<file path="src/rtl/mc_bus_arb2.sv">
`timescale 1ns/1ps
// Two-port round-robin arbiter in front of the memory-cache core request/response port.
// Latency: request pulse in IDLE at t -> out_valid at t+1; ack/nak/rdata pass back combinationally.
// Backpressure: grant held on owner through NAK retries; non-owner requests latched until next IDLE.
module mc_bus_arb2 #(
    parameter  int ADDR_WIDTH = 24,
    localparam int BL         = ADDR_WIDTH - 1
) (
    input  logic          clk,
    input  logic          rst_n,
    input  logic [BL:0]   in0_addr_pre,
    input  logic          in0_valid,
    input  logic          in0_write,
    input  logic [31:0]   in0_wdata,
    input  logic [3:0]    in0_wmsk,
    output logic          in0_ack,
    output logic          in0_nak,
    input  logic [BL:0]   in1_addr_pre,
    input  logic          in1_valid,
    input  logic          in1_write,
    input  logic [31:0]   in1_wdata,
    input  logic [3:0]    in1_wmsk,
    output logic          in1_ack,
    output logic          in1_nak,
    output logic [31:0]   in_rdata,
    output logic [BL:0]   out_addr_pre,
    output logic          out_valid,
    output logic          out_write,
    output logic [31:0]   out_wdata,
    output logic [3:0]    out_wmsk,
    input  logic          out_ack,
    input  logic          out_nak,
    input  logic [31:0]   out_rdata
);

    typedef enum logic {IDLE = 1'b0, BUSY = 1'b1} state_e;

    state_e     state_q, state_d;
    logic       owner_q, owner_d;
    logic       last_q,  last_d;
    logic [1:0] pend_q,  pend_d;
    logic       issue_q, issue_d;

    logic [1:0] req;
    logic       sel_nxt;
    logic       busy;
    logic       grant;
    logic       own_valid;

    assign busy = (state_q == BUSY);

    // Request vector and round-robin pick; on a tie the port not granted last time wins.
    always_comb begin
        req     = pend_q | {in1_valid, in0_valid};
        sel_nxt = 1'b0;
        case (req)
            2'b10:   sel_nxt = 1'b1;
            2'b11:   sel_nxt = ~last_q;
            default: sel_nxt = 1'b0;
        endcase
    end

    // Next-state: grant in IDLE, release on ack, hold owner through naks; pend latches.
    always_comb begin
        state_d = state_q;
        owner_d = owner_q;
        last_d  = last_q;
        issue_d = 1'b0;
        grant   = 1'b0;
        case (state_q)
            IDLE: begin
                if (|req) begin
                    grant   = 1'b1;
                    state_d = BUSY;
                    owner_d = sel_nxt;
                    last_d  = sel_nxt;
                    issue_d = 1'b1;
                end
            end
            BUSY: begin
                if (out_ack) begin
                    state_d = IDLE;
                end
            end
            default: state_d = IDLE;
        endcase
        // The owner's own valid while BUSY is a retry, not a new request, so it is not latched.
        // A grant in the same cycle consumes the request, so clear wins over set.
        pend_d[0] = (grant && (sel_nxt == 1'b0)) ? 1'b0 :
                    (pend_q[0] | (in0_valid & ~(busy & (owner_q == 1'b0))));
        pend_d[1] = (grant && (sel_nxt == 1'b1)) ? 1'b0 :
                    (pend_q[1] | (in1_valid & ~(busy & (owner_q == 1'b1))));
    end

    // Request/response muxing; naks forward the owner's retry pulse straight through.
    always_comb begin
        own_valid    = owner_q ? in1_valid : in0_valid;
        out_valid    = busy & (issue_q | own_valid);
        if (busy) begin
            out_addr_pre = owner_q ? in1_addr_pre : in0_addr_pre;
        end else begin
            out_addr_pre = sel_nxt ? in1_addr_pre : in0_addr_pre;
        end
        out_write    = owner_q ? in1_write : in0_write;
        out_wdata    = owner_q ? in1_wdata : in0_wdata;
        out_wmsk     = owner_q ? in1_wmsk  : in0_wmsk;
        in0_ack      = busy & out_ack & (owner_q == 1'b0);
        in1_ack      = busy & out_ack & (owner_q == 1'b1);
        in0_nak      = busy & out_nak & (owner_q == 1'b0);
        in1_nak      = busy & out_nak & (owner_q == 1'b1);
        in_rdata     = out_rdata;
    end

    // State registers; last resets to 1 so port 0 wins the first tie.
    always_ff @(posedge clk or negedge rst_n) begin
        if (!rst_n) begin
            state_q <= IDLE;
            owner_q <= 1'b0;
            last_q  <= 1'b1;
            pend_q  <= 2'b00;
            issue_q <= 1'b0;
        end else begin
            state_q <= state_d;
            owner_q <= owner_d;
            last_q  <= last_d;
            pend_q  <= pend_d;
            issue_q <= issue_d;
        end
    end

endmodule

</file>
<file path="config.mk">
export PLATFORM = sky130hd
export DESIGN_NAME = mc_bus_arb2
export DESIGN_NICKNAME = d
export VERILOG_FILES = /design/src/rtl/mc_bus_arb2.sv
export SDC_FILE = /design/constraint.sdc
export NUM_CORES = 1
export LEC_CHECK = 0
export ABC_AREA = 1
export BUFFER_PORTS_ARGS = -buffer_cell sky130_fd_sc_hd__buf_2
export CAP_MARGIN = 20
export CORE_AREA = 2 2 100 102
export CTS_CLUSTER_DIAMETER = 150
export DETAILED_ROUTE_END_ITERATION = 7
export DIE_AREA = 0 0 102 104
export GPL_TIMING_DRIVEN = 1
export MAX_ROUTING_LAYER = met4
export PLACE_DENSITY_LB_ADDON = 0.08
export SKIP_LAST_GASP = 1
export SLEW_MARGIN = 20
export SYNTH_ARGS = -nofsm -noshare
export SYNTH_HDL_FRONTEND = slang
export SYNTH_SLANG_ARGS = --single-unit
</file>
<file path="constraint.sdc">
create_clock -name clk -period 1.1 [get_ports clk]
set_input_delay 0.055 -clock clk [delete_from_list [all_inputs] [get_ports clk]]
set_output_delay 0.055 -clock clk [all_outputs]
set_load 0.02 [all_outputs]
</file>
==> results.json <==
{
  "wirelength_mm": 10.0,
  "p_seq_share_pct": 3.3,
  "swShare_pct": 49.5,
  "hpwl_mm": 6.43,
  "design.die.area_mm2": 0.0106,
  "clkPwrFrac_pct": 2.5,
  "initial_utilization_pct": 19.7,
  "antenna_found_initial": 0,
  "worst-setup-path-type": "register to output pin",
  "report.power.total_mw": 14.1,
  "holdWs_ns": 0.0268,
  "die_y_um": 104,
  "vias": 3026,
  "core_area_mm2": 0.00955,
  "cp-endpoint": "out_addr_pre[13]",
  "grt_max_degree": 28,
  "clk_latency_ns": 0.22,
  "cp.required_ns": 1.04,
  "hold_path.class": "primary input to register",
  "grt_pass1_wl_mm": 14.4,
  "tightest_slew_ns": 0.282,
  "fin_tns_setup_ns": -23.14,
  "post-route-util_pct": 48.3,
  "r2r_start": "last_q",
  "drtPass1Iterations": 4,
  "fillers": 1007,
  "status": "complete, but fails checks",
  "avgSynthCellArea_um2": 5.05,
  "grtUsageTotal_pct": 17.2,
  "rsz0062_at_grt": "true",
  "critPathArrivalTime_ns": 1.47,
  "synth-seq-cells": 6,
  "placed_area_mm2": 0.00290,
  "cts_sinks": 6,
  "crit_path_start": "last_q",
  "internal-power_mw": 7.13,
  "crit_fanout": 7,
  "start_kind": "register",
  "htreeDepth": 1,
  "synth_nets": 532,
  "violations": "setup timing",
  "drt_iter0_drc": 79,
  "finalHoldViolations": 0,
  "cts_made_buffers": 3,
  "r2r_slack_ns": -0.29,
  "post-place-ws_ns": -0.240,
  "grt_pass1_vias": 2956,
  "synth_seq_area_share_pct": 8.06,
  "yosys_warnings": 0,
  "finalCritPeriodShare_pct": 139,
  "finalMaxSlewViolations": 0,
  "worstSetupEndpointType": "output pin",
  "drive_gt1_share_pct": 71.0,
  "leakage_nw": 2.66,
  "via_per_inst": 4.32,
  "max_slew_margin_pct": 81.2,
  "area_growth_pct": 145,
  "die_w_um": 102,
  "fin_cells": 701,
  "worst_r2r_endpoint": "owner_q",
  "ir_drop_mv": 1.01,
  "syn-cell-area_mm2": 0.00188,
  "max_clock_freq_mhz": 655,
  "cap_violations": 0,
  "comb_power_share_pct": 94.3,
  "r2r_cells": 6,
  "place_congestion": 0.808,
  "core.rowCount": 36,
  "fin_area_mm2": 0.00461,
  "place_inst": 664,
  "cts.clk_slew.worst_paths_ns": 0.03,
  "cts_tree": "done",
  "synth.distinct_cells": 20,
  "ioPinCount": 258,
  "drc": 0,
  "detail-route-antenna-nets": 0,
  "setup_violations": 72,
  "wl_per_cell_um": 14.3,
  "fin_crit_ns": 1.53,
  "fin_nets": 729,
  "clockRootBuffer": "clkbuf_8",
  "grt_overflow_total": 0,
  "port_buffers": 193,
  "n_antenna_cell": 0,
  "syn_inst": 372,
  "clock_skew_ns": 0.00825,
  "worst_slack_ns": -0.426,
  "power_switching_mw": 7.00,
  "clock_path_buffers": 2,
  "pwr_density_cell_mw_per_mm2": 3060
}
synth_stat cells:
cell,number,area share [%]
a22oi_1,24,9.6
nor2_1,6,1.2
dfstp_2,1,1.4
o21bai_1,1,0.40
nand2_4,1,0.60
nand3_1,49,13
o21ai_4,1,0.87
buf_4,35,14
buf_1,2,0.40
nor2_4,1,0.60
a21oi_1,4,1.1
dfrtp_1,5,6.7
nand2_1,164,33
clkbuf_1,3,0.60
buf_2,10,2.7
inv_1,57,11
inv_2,2,0.40
buf_6,2,1.2
o21ai_0,3,0.80
nand2_2,1,0.33
power by group through the flow:
stage	clock (mW)	combinational [mW]	sequential, mW
after floorplan	0	5.13	0.437
after global placement	0	7.52	0.433
after detailed placement	0	7.52	0.437
after CTS	0.352	12.2	0.456
after global routing	0.376	14.2	0.477
final	0.347	13.3	0.460
flip-flops by register name, summed over array words and instances (netlist names):
| signal | count |
|---|---|
| busy | 1 |
| issue_q | 1 |
| owner_q | 1 |
| pend_q | 2 |
| last_q | 1 |
layer usage:
layer	wire length [um]	share of wire [%]	vias up	GRT usage (%)
li1	-	-	1527	-
met4	35	0.35	0	2.38
met3	497	5.0	10	2.35
met1	4080	41	1393	21.2
met5	0	0	-	-
met2	5410	54	96	30.2
how the worst min path moves through the flow:
| stage | from | endpoint | slack (ns) | cells after the start |
|---|---|---|---|---|
| after floorplan | rst_n | busy | -0.24 | 0 |
| after global placement | rst_n | owner_q | -0.11 | 1 |
| after global routing | out_ack | busy | 0.05 | 2 |
| after detailed placement | rst_n | pend_q[1] | -0.12 | 1 |
| final | out_ack | busy | 0.03 | 2 |
| after CTS | out_ack | busy | 0.03 | 2 |
critical path, stage by stage, from the launching register on:
cell	delay, ns
dfstp_2	0.54
o21ai_4	0.07
buf_12	0.16
nand2_4	0.13
nand2_1	0.07
nand3_1	0.10
nand2_2	0.06
buf_6	0.13
layout by cell type (no fill, tap or decap), types with 2 or more instances in the layout:
cell       synthesis  final
buf_2             10    127
nand2_2            1     67
buf_6              2     65
inv_1             57     55
nand2_1          164     52
nand2_4            1     48
nand3_2            0     30
a22oi_1           24     24
buf_4             35     21
nand3_1           49     19
buf_12             0     11
buf_16             0      8
buf_8              0      6
nor2_4             1      4
dfrtp_1            5      4
o21ai_0            3      3
nor2_1             6      3
clkbuf_8           0      3
nand2_8            0      2
inv_2              2      2
a21oi_2            0      2
a21oi_1            4      2
clkbuf_16          0      2
timing repair:
| action | CTS | global route |
|---|---|---|
| gates resized for setup | 261 | 76 |
| pin swaps | 49 | 20 |
| hold endpoints to repair | 6 | 0 |
| gates cloned | 10 | 4 |
| setup endpoints to repair | 71 | 72 |
| buffers inserted | 11 | 11 |
| hold buffers | 1 | 0 |
kinds of logic (layout without fill, tap and decap cells):
kind of cell	after synthesis	after routing	synth area share (%)
AOI/OAI and AO/OA	33	33	12.7
DFF	6	6	8.06
buffers and inverters	111	304	30.6
and+or+nand+nor	222	225	48.6
area by class of cell:
type | instances | area (um2) | share of cell area (%)
Clock buffer | 4 | 45.0 | 0.977
Timing Repair Buffer | 241 | 2120 | 45.9
Multi-Input combinational cell | 258 | 1890 | 41.1
Inverter | 59 | 236 | 5.13
Tap cell | 133 | 166 | 3.61
Sequential cell | 6 | 153 | 3.31
No activity file was read; power rests on OpenSTA's default activity.
